`src/rtl/systolic_pkg.sv`:
```
// Shared types and sizing helpers for the weight-stationary systolic array sequencer.
// Latency: n/a (types and constant functions only).
// Backpressure: n/a.
package systolic_pkg;

    typedef enum logic [1:0] {
        IDLE   = 2'd0,
        LOAD_W = 2'd1,
        STREAM = 2'd2,
        DONE   = 2'd3
    } sys_state_t;

    // Array geometry defaults, shared with the array top level.
    localparam int DEF_ROW    = 4;
    localparam int DEF_COL    = 4;
    localparam int DEF_VEC_W  = 8;
    localparam int DEF_PE_LAT = 1;

    // Stream-step counter width: covers N_max + fill + drain without wrapping.
    function automatic int s_cnt_w(input int vec_w, input int row, input int col,
                                   input int pe_lat);
        return vec_w + $clog2(row + col + pe_lat) + 1;
    endfunction

    // Index width that stays at least one bit wide for single-lane arrays.
    function automatic int idx_w(input int n);
        return (n > 1) ? $clog2(n) : 1;
    endfunction

endpackage

```
`src/rtl/skew_window.sv`:
```
// Per-lane skewed window: win[i] = (s - BASE - i) lies in [0, n).
// Latency: combinational from the step counter and the latched vector count.
// Backpressure: none; pure decode.
// Ports: s = stream step, n = vectors in job, win = one bit per lane.
module skew_window #(
    parameter int LANES = 4,
    parameter int SW    = 13,
    parameter int NW    = 8,
    parameter int BASE  = 0
) (
    input  logic [SW-1:0]    s,
    input  logic [NW-1:0]    n,
    output logic [LANES-1:0] win
);

    for (genvar i = 0; i < LANES; i++) begin : g_lane
        localparam int LO = BASE + i;
        // Lower bound test first so the subtraction never underflows when it matters.
        assign win[i] = (s >= SW'(LO)) && ((s - SW'(LO)) < SW'(n));
    end

endmodule

```
`src/rtl/systolic_ctrl.sv`:
```
// Sequencer for the weight-stationary array: weight load, skewed feature stream, drain.
// Latency: job takes COL + (N+ROW+COL+PE_LAT-2) + 1 busy cycles after an accepted start.
// Backpressure: none; start is dropped while busy, abort ends the job via DONE.
// Ports: clk_in/rst_in (sync, active-high); start_in/num_vec_in/abort_in from the scheduler;
//        ctrl_out/weight_en/in_en to the array; w_rd_en/w_col_idx/f_rd_en to buffers;
//        out_valid marks valid column results; busy/done back to the scheduler.
module systolic_ctrl
    import systolic_pkg::*;
#(
    parameter int ROW    = DEF_ROW,
    parameter int COL    = DEF_COL,
    parameter int VEC_W  = DEF_VEC_W,
    parameter int PE_LAT = DEF_PE_LAT,
    parameter int KW     = idx_w(COL)
) (
    input  logic             clk_in,
    input  logic             rst_in,
    input  logic             start_in,
    input  logic [VEC_W-1:0] num_vec_in,
    input  logic             abort_in,
    output logic             ctrl_out,
    output logic [COL-1:0]   weight_en,
    output logic             w_rd_en,
    output logic [KW-1:0]    w_col_idx,
    output logic [ROW-1:0]   in_en,
    output logic [ROW-1:0]   f_rd_en,
    output logic [COL-1:0]   out_valid,
    output logic             busy,
    output logic             done
);

    localparam int SW = s_cnt_w(VEC_W, ROW, COL, PE_LAT);
    localparam int T0 = ROW - 1 + PE_LAT;

    sys_state_t       state;
    sys_state_t       state_nxt;
    logic [KW-1:0]    k;
    logic [SW-1:0]    s;
    logic [VEC_W-1:0] n_lat;
    logic [SW-1:0]    s_last;
    logic [ROW-1:0]   in_win;
    logic [COL-1:0]   out_win;

    // Final stream step is the last cycle column COL-1 holds a valid result.
    assign s_last = SW'(n_lat) + SW'(ROW + COL + PE_LAT - 3);

    skew_window #(.LANES(ROW), .SW(SW), .NW(VEC_W), .BASE(0)) u_in_win (
        .s   (s),
        .n   (n_lat),
        .win (in_win)
    );

    skew_window #(.LANES(COL), .SW(SW), .NW(VEC_W), .BASE(T0)) u_out_win (
        .s   (s),
        .n   (n_lat),
        .win (out_win)
    );

    // State and counter registers.
    always_ff @(posedge clk_in) begin
        if (rst_in) begin
            state <= IDLE;
            k     <= '0;
            s     <= '0;
            n_lat <= '0;
        end else begin
            state <= state_nxt;
            case (state)
                IDLE: begin
                    if (state_nxt == LOAD_W) begin
                        n_lat <= num_vec_in;
                        k     <= '0;
                        s     <= '0;
                    end
                end
                LOAD_W:  k <= k + KW'(1);
                STREAM:  s <= s + SW'(1);
                default: ;
            endcase
        end
    end

    // Next-state decode.
    always_comb begin
        state_nxt = state;
        case (state)
            IDLE: begin
                // A zero-length job is treated as no request at all.
                if (start_in && (num_vec_in != '0)) state_nxt = LOAD_W;
            end
            LOAD_W: begin
                if (abort_in)                     state_nxt = DONE;
                else if (k == KW'(COL - 1))       state_nxt = STREAM;
            end
            STREAM: begin
                if (abort_in)                     state_nxt = DONE;
                else if (s == s_last)             state_nxt = DONE;
            end
            DONE:    state_nxt = IDLE;
            default: state_nxt = IDLE;
        endcase
    end

    // Outputs decode only from registered state and counters, never from inputs.
    always_comb begin
        ctrl_out  = 1'b0;
        weight_en = '0;
        w_col_idx = '0;
        in_en     = '0;
        out_valid = '0;
        busy      = (state != IDLE);
        done      = (state == DONE);
        case (state)
            LOAD_W: begin
                ctrl_out  = 1'b1;
                weight_en = COL'(1) << k;
                w_col_idx = k;
            end
            STREAM: begin
                in_en     = in_win;
                out_valid = out_win;
            end
            default: ;
        endcase
    end

    assign w_rd_en = |weight_en;
    assign f_rd_en = in_en;

endmodule
```
`config.mk`:
```
export PLATFORM = sky130hd
export DESIGN_NAME = systolic_ctrl
export DESIGN_NICKNAME = d
export VERILOG_FILES = /design/src/rtl/systolic_pkg.sv /design/src/rtl/skew_window.sv /design/src/rtl/systolic_ctrl.sv
export SDC_FILE = /design/constraint.sdc
export NUM_CORES = 1
export LEC_CHECK = 0
export CORE_UTILIZATION = 42
export CTS_CLUSTER_SIZE = 40
export DETAILED_ROUTE_END_ITERATION = 12
export SETUP_SLACK_MARGIN = 0.3
export SLEW_MARGIN = 20
export SYNTH_ARGS = -nofsm -noshare
export SYNTH_HDL_FRONTEND = slang
export SYNTH_SLANG_ARGS = --single-unit
```
`constraint.sdc`:
```
create_clock -name clk_in -period 9.8 [get_ports clk_in]
set_input_delay 1.96 -clock clk_in [delete_from_list [all_inputs] [get_ports clk_in]]
set_output_delay 1.96 -clock clk_in [all_outputs]
set_load 0.01 [all_outputs]
```
==> impl_metrics.yaml <==
sta:
  setup_viol: 0
  min_period_ns: 5.96
  timing.final.crit_share_pct: 60.8
  skew_ns: 0.00845
  hold_slack_ns: 0.566
  tightest_slew_ns: 1.05
  hold_viol: 0
  finalWorstSetupSlack_ns: 3.84
  fmax_mhz: 168
  tns_ns: 0
  rsz0062_at_grt: "no"
  slew_viol_final: 0
  relSlewSlack_pct: 29.7
floorplanning:
  dieArea_sq_mm: 0.00948
  die_height_microns: 97.4
  core_area_sq_mm: 0.00876
  fp.dieW_microns: 97.4
  num_io_pins: 34
  start_util_pct: 43.6
  rows: 34
critical_path:
  reg2regPathDepth: 6
  slowest_delay_ns: 0.94
  crit_family: "flip-flops"
  path_class: "flip-flop to output port"
  worstPathArrival_ns: 4.00
  critPathSlowestCell: "dfxtp_1"
  worst-path-buf-inv: 2
  path_cells: "inv_2, ha_1, nand2b_1, nand2_1, xnor2_1, ha_1, o21ai_0, o21ai_0, a2111oi_1, clkdlybuf4s50_1"
  endpoint_kind: "output port"
  path_max_fanout: 19
  cp.depth: 10
  required_ns: 7.84
  cp-start-kind: "flip-flop"
route:
  drt-total-wl_microns: 10800
  drc: 0
  drtIter0Drc: 243
  num_vias: 3597
  post_drt_wl_per_cell_microns: 17.3
  ant_nets: 0
  dr.pass1.iters: 4
  viasPerCell: 5.76
cells_and_area:
  final_util_pct: 47.8
  fin_cells: 624
  num_antenna_cells: 0
  drive_above_1_share_pct: 3.49
  num-nets-final: 600
  finalInstanceArea_sq_mm: 0.00419
  area_growth_pct: 9.67
  fillers: 915
synth:
  synth_edf_count: 0
  yosysTopAreaCell: "ha_1"
  async_flop_share_pct: 0
  ys_seq_area_share_pct: 13.1
  synth.distinct_cells: 57
  yosysMostFrequentCell: "ha_1"
  yosys-top-cells-area: "ha_1, dfxtp_1, xnor2_1"
  avgSynthCellArea_sq_um: 7.47
  synthTopCellsByCount: "ha_1, nor2_1, xnor2_1"
  synth.top_cell.area_share_pct: 23.3
  syn_area_sq_mm: 0.00382
  synthCells: 511
  yosysWarnings: 0
  synth_top_flop_cell: "dfxtp_1"
  syn-num-nets: 594
  ys_ff_latch: 25
placed_design:
  placed_cell_area_sq_mm: 0.00414
  dp.cells: 620
  port_buffers: 33
  place.gp.congestion: 0.891
  dp_slack_ns: 4.18
  hpwl_microns: 8210
clocking:
  cts.htree.levels: 1
  clock_sinks: 25
  cts-root-buf: "clkbuf_8"
  cts_tree: "done"
  clk_path_buf_depth: 2
  holdBufCountCts: 0
  cts-buffers-inserted: 3
  cts.clk_slew.worst_paths_ns: 0.10
  insertion_delay_ns: 0.28
  cts_setup_buffers: 0
  cts_resized: 0
worst_hold_path:
  min_path_type: "flip-flop to flip-flop"
  hold-path-cell-count: 2
global_routing:
  grt_pass1_vias: 3447
  antenna_found_initial: 0
  track_usage_pct: 23.4
  grt-ovfl-total: 0
  grt_pass1_wl_microns: 18000
  grt_max_degree: 25
status:
  status: "completed"
power:
  cellPowerDensity_mw_per_mm2: 64.4
  power_uw: 270
  ir_worst_vdd_mv: 0.0663
  p_leak_nw: 1.73
flow_run:
  maxCapViolations: 0
==> sequential cells by signal, indices dropped and copies added, names as in the netlist <==
register,flops
k,2
n_lat,8
s,13
state,2
==> where the power goes <==
group | leakage [nW] | internal (mW) | switching (mW)
clock network | 0.0255 | 0.0285 | 0.0351
logic | 1.51 | 0.0413 | 0.0546
registers | 0.203 | 0.106 | 0.00431
==> worst min-delay path, stage by stage (launching register included) <==
cell and delay, ns:
dfxtp_1 0.34, mux2i_1 0.13, nor2_1 0.05
==> cell families (layout without fill, tap and decap cells) <==
logic type	after synthesis	count (layout)	share of synthesized area (%)
xor gates and xnor gates	61	61	14.0
DFF	25	25	13.1
adders and majority gates	71	71	23.3
buffers and inverters	59	64	6.82
and+or+nand+nor	186	186	24.3
muxes	2	2	0.524
AOI/OAI and AO/OA	107	107	18.0
==> layout make-up <==
class / instances / area [sq um] / share of cell area (%)
Clock buffer: 3 / 41.3 / 0.986
Clock inverter: 1 / 5.00 / 0.120
Inverter: 24 / 90.1 / 2.15
Multi-Input combinational cell: 427 / 3060 / 73.1
Sequential cell: 25 / 500 / 12.0
Tap cell: 108 / 135 / 3.23
Timing Repair Buffer: 36 / 353 / 8.43
==> routing by layer <==
| metal | global-route usage [%] | up-vias | part of all wire, % |
|---|---|---|---|
| met2 | 39.2 | 79 | 48 |
| li1 | - | 1803 | - |
| met3 | 1.01 | 14 | 3.4 |
| met4 | 8.26 | 0 | 1.9 |
| met1 | 32.1 | 1701 | 47 |
| met5 | 0 | - | 0 |
==> final timing paths <==
path,from,to,slack [ns]
setup / recovery,s[3],out_valid[1],3.84
hold / removal,n_lat[0],n_lat[0],0.57
setup reg to reg,s[2],s[11],7.40
hold reg to reg,n_lat[0],n_lat[0],0.57
==> layout by cell type (no fill, tap or decap), types with 22 or more instances in the layout <==
cell type / Yosys / layout
o21ai_0: 23 / 23
a21oi_1: 36 / 36
clkdlybuf4s50_1: 0 / 33
dfxtp_1: 25 / 25
xnor2_1: 39 / 39
ha_1: 71 / 71
nand2_1: 34 / 34
inv_1: 22 / 22
nor2_1: 59 / 59
xor2_1: 22 / 22
No activity file was read; power rests on OpenSTA's default activity.
